[config.mk]
export PLATFORM = sky130hd
export DESIGN_NAME = portgroup_regf_mst
export DESIGN_NICKNAME = d
export VERILOG_FILES = /design/src/rtl/portgroup_regf_mst.sv
export SDC_FILE = /design/constraint.sdc
export NUM_CORES = 1
export LEC_CHECK = 0
export CORE_MARGIN = 2
export CORE_UTILIZATION = 38
export CTS_CLUSTER_DIAMETER = 100
export DETAILED_ROUTE_END_ITERATION = 12
export GPL_TIMING_DRIVEN = 0
export PLACE_DENSITY = 0.76
export SLEW_MARGIN = 20
export SYNTH_ARGS = -nofsm -noshare
export SYNTH_HDL_FRONTEND = slang
export SYNTH_SLANG_ARGS = --single-unit
[constraint.sdc]
create_clock -name main_clk_i -period 1.6 [get_ports main_clk_i]
set_clock_uncertainty 0.1 [all_clocks]
set_input_delay 0.24 -clock main_clk_i [delete_from_list [all_inputs] [get_ports main_clk_i]]
set_output_delay 0.24 -clock main_clk_i [all_outputs]
set_load 0.005 [all_outputs]
[src/rtl/portgroup_regf_mst.sv]
`default_nettype none
// ============================================================================
// Module      : portgroup_regf_mst
// Description : Command-driven initiator for the regf mem_* access port.
//               One register access per beat, auto-incrementing bursts,
//               per-beat response channel.
//               Optional macro PORTGROUP_REGF_MST_ERRABORT_EN ends a burst
//               on the first beat reporting mem_err_i.
// Revision    : 1.0 - initial release
// ============================================================================
module portgroup_regf_mst #(
    parameter int addr_width_p = 13,
    parameter int data_width_p = 32,
    parameter int len_width_p  = 4
) (
    input  logic                    main_clk_i,
    input  logic                    main_rst_an_i,

    input  logic                    req_valid_i,
    output logic                    req_ready_o,
    input  logic                    req_wena_i,
    input  logic [addr_width_p-1:0] req_addr_i,
    input  logic [data_width_p-1:0] req_wdata_i,
    input  logic [len_width_p-1:0]  req_len_i,

    output logic                    rsp_valid_o,
    input  logic                    rsp_ready_i,
    output logic [data_width_p-1:0] rsp_rdata_o,
    output logic                    rsp_err_o,
    output logic                    rsp_last_o,

    output logic                    mem_ena_o,
    output logic [addr_width_p-1:0] mem_addr_o,
    output logic                    mem_wena_o,
    output logic [data_width_p-1:0] mem_wdata_o,
    input  logic [data_width_p-1:0] mem_rdata_i,
    input  logic                    mem_err_i
);

    localparam logic [1:0] c_st_idle = 2'd0;
    localparam logic [1:0] c_st_acc  = 2'd1;
    localparam logic [1:0] c_st_wait = 2'd2;
    localparam logic [1:0] c_st_rsp  = 2'd3;

    localparam logic [addr_width_p-1:0] c_addr_one = addr_width_p'(1);
    localparam logic [len_width_p-1:0]  c_beat_one = len_width_p'(1);

    logic [1:0]              r_state;
    logic [1:0]              w_state_nxt;
    logic [addr_width_p-1:0] r_addr;
    logic                    r_wena;
    logic [data_width_p-1:0] r_wdata;
    logic [len_width_p-1:0]  r_len;
    logic [len_width_p-1:0]  r_beat;
    logic                    r_req_ready;
    logic                    r_mem_ena;
    logic                    r_rsp_valid;
    logic [data_width_p-1:0] r_rsp_rdata;
    logic                    r_rsp_err;
    logic                    r_rsp_last;

    logic                    w_accept;
    logic                    w_hshake;
    logic                    w_abort;
    logic                    w_last_beat;

`ifdef PORTGROUP_REGF_MST_ERRABORT_EN
    assign w_abort = mem_err_i;
`else
    assign w_abort = 1'b0;
`endif

    // r_req_ready is high exactly when the FSM sits in IDLE
    assign w_accept    = r_req_ready & req_valid_i;
    assign w_hshake    = r_rsp_valid & rsp_ready_i;
    assign w_last_beat = (r_beat == r_len) | w_abort;

    always_comb begin
        w_state_nxt = r_state;
        case (r_state)
            c_st_idle: if (w_accept) w_state_nxt = c_st_acc;
            c_st_acc:  w_state_nxt = c_st_wait;
            c_st_wait: w_state_nxt = c_st_rsp;
            c_st_rsp: begin
                if (w_hshake) begin
                    w_state_nxt = r_rsp_last ? c_st_idle : c_st_acc;
                end
            end
            default:   w_state_nxt = c_st_idle;
        endcase
    end

    // Strobes are decoded from the next state so every output leaves a flop
    always_ff @(posedge main_clk_i or negedge main_rst_an_i) begin
        if (!main_rst_an_i) begin
            r_state     <= c_st_idle;
            r_req_ready <= 1'b0;
            r_mem_ena   <= 1'b0;
            r_rsp_valid <= 1'b0;
        end else begin
            r_state     <= w_state_nxt;
            r_req_ready <= (w_state_nxt == c_st_idle);
            r_mem_ena   <= (w_state_nxt == c_st_acc);
            r_rsp_valid <= (w_state_nxt == c_st_rsp);
        end
    end

    always_ff @(posedge main_clk_i or negedge main_rst_an_i) begin
        if (!main_rst_an_i) begin
            r_addr  <= '0;
            r_wena  <= 1'b0;
            r_wdata <= '0;
            r_len   <= '0;
            r_beat  <= '0;
        end else if (r_state == c_st_idle && w_accept) begin
            r_addr  <= req_addr_i;
            r_wena  <= req_wena_i;
            r_wdata <= req_wdata_i;
            r_len   <= req_len_i;
            r_beat  <= '0;
        end else if (r_state == c_st_rsp && w_hshake && !r_rsp_last) begin
            // Address rolls over naturally at the top of the word space
            r_addr  <= r_addr + c_addr_one;
            r_beat  <= r_beat + c_beat_one;
        end
    end

    always_ff @(posedge main_clk_i or negedge main_rst_an_i) begin
        if (!main_rst_an_i) begin
            r_rsp_rdata <= '0;
            r_rsp_err   <= 1'b0;
            r_rsp_last  <= 1'b0;
        end else if (r_state == c_st_wait) begin
            r_rsp_rdata <= r_wena ? '0 : mem_rdata_i;
            r_rsp_err   <= mem_err_i;
            r_rsp_last  <= w_last_beat;
        end
    end

    assign req_ready_o = r_req_ready;
    assign rsp_valid_o = r_rsp_valid;
    assign rsp_rdata_o = r_rsp_rdata;
    assign rsp_err_o   = r_rsp_err;
    assign rsp_last_o  = r_rsp_last;
    assign mem_ena_o   = r_mem_ena;
    assign mem_addr_o  = r_addr;
    assign mem_wena_o  = r_wena;
    assign mem_wdata_o = r_wdata;

endmodule
`default_nettype wire

==> summary.md <==
| Metric | Value |
|---|---|
| Routed len/inst | about 15 microns |
| CTS root buf | clkbuf_8 |
| Combinational power share | between 40% and 50% |
| Final number of setup-violating endpoints | 2 |
| Post-synth cell types | 36 |
| DP Area | slightly below 6000 sq um |
| GRT Residual Overflow | 0 |
| CP Max Fanout | 5 |
| Hold Path Class | in2async |
| Final Hold Vio Count | 0 |
| RSZ-0062 raised after global routing | true |
| Die Wd | between 100 and 150 microns |
| Max Slew Vio Count | 0 |
| Crit path required time | 1760 ps |
| 1st-pass router iterations | 4 |
| Violated checks | negative setup slack |
| Seq/Total Area, Yosys | between 50 and 60% |
| Pwr Density | 1530 nW/um^2 |
| Peak supply drop | between 0.7 and 0.8 mV |
| Routed vias/inst | approximately 4.7 |
| Cell internal pwr | roughly 0.007 W |
| Vias in the first global route | between 3000 and 4000 |
| Fill count | between 800 and 900 |
| Post-Syn Instances | between 400 and 500 |
| Net Switching | around 0.0036 W |
| Startpoint Class | register |
| Ports | 170 |
| Outcome | finished with violations |
| Post-route setup TNS | -7.94 ps |
| Sequential Power Share | between 30% and 40% |
| Share of cells above drive strength 1 | 17.2% |
| Clk slew on worst S/H paths | ~100 ps |
| H-tree depth | 3 |
| Tcrit/Tclk final | 100% |
| FF-to-FF setup slack | -6 ps |
| WP data arrival | roughly 1800 ps |
| Final setup margin | -6.21 ps |
| Die Area | 11300 sq um |
| HPWL Detailed | approximately 7600 microns |
| Initial Util | roughly two fifths |
| Post-Syn Nets | approximately 510 |
| Layout Nets | 745 |
| Mean post-synth cell area | roughly 9.5 sq um |
| CTS tree | yes |
| Routability cong. | ~0.83 |
| Routed vias | roughly 3700 |
| DP Worst Slack | -434 ps |
| Largest net degree at the start of global routing | 49 |
| Core Area | 10300 sq um |
| Min Tclk post-route | ~1600 ps |
| LEAKAGE | roughly 3.8 nW |
| Site Rows | 37 |
| # Max-Cap Violations | 0 |
| Inserted Clock Buffers | 9 |
| Clk Latency, worst-skew pair | roughly 360 ps |
| Mapped Area | about 4000 sq um |
| Worst R2R Start | r_state[1]$_DFF_PN0_ |
| Max Freq | 0.623 GHz |
| Antenna-violating nets left | 0 |
| Gr usage total | roughly 19% |
| Clock Tree Buf Depth | 2 |
| Element type at the critical path end | register |
| Fin Hold WS | between 200 and 300 ps |
| Setup CP Type | reg2reg |
| Switching part of the total | around a third |
| Die Y | 106 microns |
| DRC viols | 0 |
| #FFs+latches synth | 93 |
| Synth-to-Final Area Change | 70.6% |
| Worst R2R End | mem_addr_o[4]$_DFFE_PN0P_ |
| Reg area | approximately 2300 sq um |
| Clock share of power | between 15 and 20% |
| Clock sink total | 93 |
| Max_slew headroom | between 60% and 70% |
| First-pass GRT wire length | around 18000 microns |
| Reg2Reg Depth | 6 |
| Area of the multi-input gates | 1680 sq um |
| Initial drt markers | 189 |
| Design Area, Final | 6800 sq um |
| Routed Wire Length | around 12000 microns |
| Antenna violations before repair | 0 |
| Tightest Pin Transition | roughly 520 ps |
| # port buffers | 169 |
| N_diodes | 0 |
| Fin util | about two thirds |
| Synthesis warning total | 0 |
-- stage by stage --
step / instances / power (W)
6_report: 797 / 0.0104
5_1_grt: 797 / 0.0112
4_1_cts: 766 / 0.00998
3_5_place_dp: 724 / 0.00799
3_3_place_gp: 723 / 0.00784
2_1_floorplan: 418 / 0.00555
-- logic make-up (layout without fill, tap and decap cells) --
| group | Yosys count | after routing | synth area share [%] |
|---|---|---|---|
| AO/OA/AOI/OAI | 52 | 52 | 7.22 |
| XOR/XNOR | 16 | 16 | 3.52 |
| flip-flops | 93 | 93 | 58.4 |
| multiplexers | 2 | 2 | 0.534 |
| buffers and inverters | 26 | 269 | 2.76 |
| adder cells (fa/ha/maj) | 2 | 2 | 0.628 |
| AND/OR/NAND/NOR | 227 | 227 | 27.0 |
-- critical path, cell delays in order (launching register included) --
cell	delay, ps
dfrtp_2	460
nand4_4	190
nor2_4	180
nor2_2	60
inv_2	50
a21bo_2	230
a221oi_2	240
-- repair_timing --
action	in CTS	in global routing
resized for setup	44	70
buffers inserted	25	31
endpoints found under the hold margin	45	0
gates cloned	0	1
endpoints found under the setup margin	117	107
hold buffers	1	0
pin swaps	6	16
-- placed cells by master, fill, tap and decap left out, drive strengths merged, types with 2 or more instances in the layout --
cell type      synthesis  layout
nand3                  4       4
nand2                155     155
inv                    4       9
clkbuf                17      26
dfrtp                 93      93
ha                     2       2
nand2b                32      32
nor4                   7       7
a21oi                  5       5
o21ai                 41      41
dlygate4sd2            0      23
nand4                  5       5
dlymetal6s2s           0      38
clkdlybuf4s50          0     107
buf                    5      64
xnor2                 16      16
nor3                   5       5
nor2                  13      13
-- power by group through the flow --
stage               sequential (W)  clock, W  combinational, W
floorplan                  0.00403         0           0.00153
global placement           0.00400         0           0.00384
detailed placement         0.00404         0           0.00396
CTS                        0.00387   0.00173           0.00437
global route               0.00399   0.00181           0.00535
finish                     0.00388   0.00168           0.00487
-- cell type report --
type                            instances  share of cell area, %
Buffer                                 22                   1.91
Clock buffer                           10                   1.88
Clock inverter                          6                   1.12
Inverter                                4                  0.221
Multi-Input combinational cell        299                   24.7
Sequential cell                        93                   34.4
Tap cell                              136                   2.50
Timing Repair Buffer                  227                   33.3
-- sequential cells by signal, summed over array words and instances (netlist names), 2 cells and up --
| signal | count |
|---|---|
| rsp_rdata_o | 32 |
| r_state | 2 |
| r_beat | 4 |
| r_len | 4 |
| mem_wdata_o | 32 |
| mem_addr_o | 13 |
-- synthesized netlist by cell type (all sizes together) --
cell,instances,area share [%]
nand4b,1,0.60
nor2,13,1.4
xnor2,16,3.5
or3,1,0.16
nor4,7,1.7
nand4bb,1,0.28
o21ai,41,5.1
or2b,1,0.19
nand4,5,1.2
a31oi,1,0.16
a311oi,1,0.22
a221oi,1,0.38
nand3,4,0.50
a21oi,5,0.63
ha,2,0.63
nand2,155,15
nand2b,32,5.0
mux2,1,0.28
inv,4,0.38
a21bo,1,0.25
buf,5,0.78
nor3,5,0.91
mux2i,1,0.25
nor3b,1,0.19
a221o,1,0.25
dfrtp,93,58
clkbuf,17,1.6
and4,1,0.22
o21a,1,0.19
-- per-layer routing --
layer,wire length [microns],vias to the layer above,part of all wire (%),track usage (%)
li1,-,1828,-,-
met3,861,14,7.4,6.13
met5,0,-,0,0
met4,122,0,1.0,5.84
met1,4940,1761,42,25.2
met2,5780,132,49,31.1
-- how the worst max path moves through the flow --
stage                          startpoint                     endpoint  slack (ps)  depth (start not counted)
2_1_floorplan      rsp_last_o$_DFFE_PN0P_   mem_addr_o[11]$_DFFE_PN0P_          30                          5
3_3_place_gp                main_rst_an_i  mem_wdata_o[12]$_DFFE_PN0P_       -3230                          1
3_5_place_dp                  rsp_ready_i    mem_addr_o[4]$_DFFE_PN0P_        -430                          7
4_1_cts        mem_wdata_o[7]$_DFFE_PN0P_               mem_wdata_o[7]         0.9                          1
5_1_grt              r_state[1]$_DFF_PN0_    mem_addr_o[6]$_DFFE_PN0P_         -80                          5
6_report             r_state[1]$_DFF_PN0_    mem_addr_o[4]$_DFFE_PN0P_          -6                          6
Power figures use the tool's default switching activity.
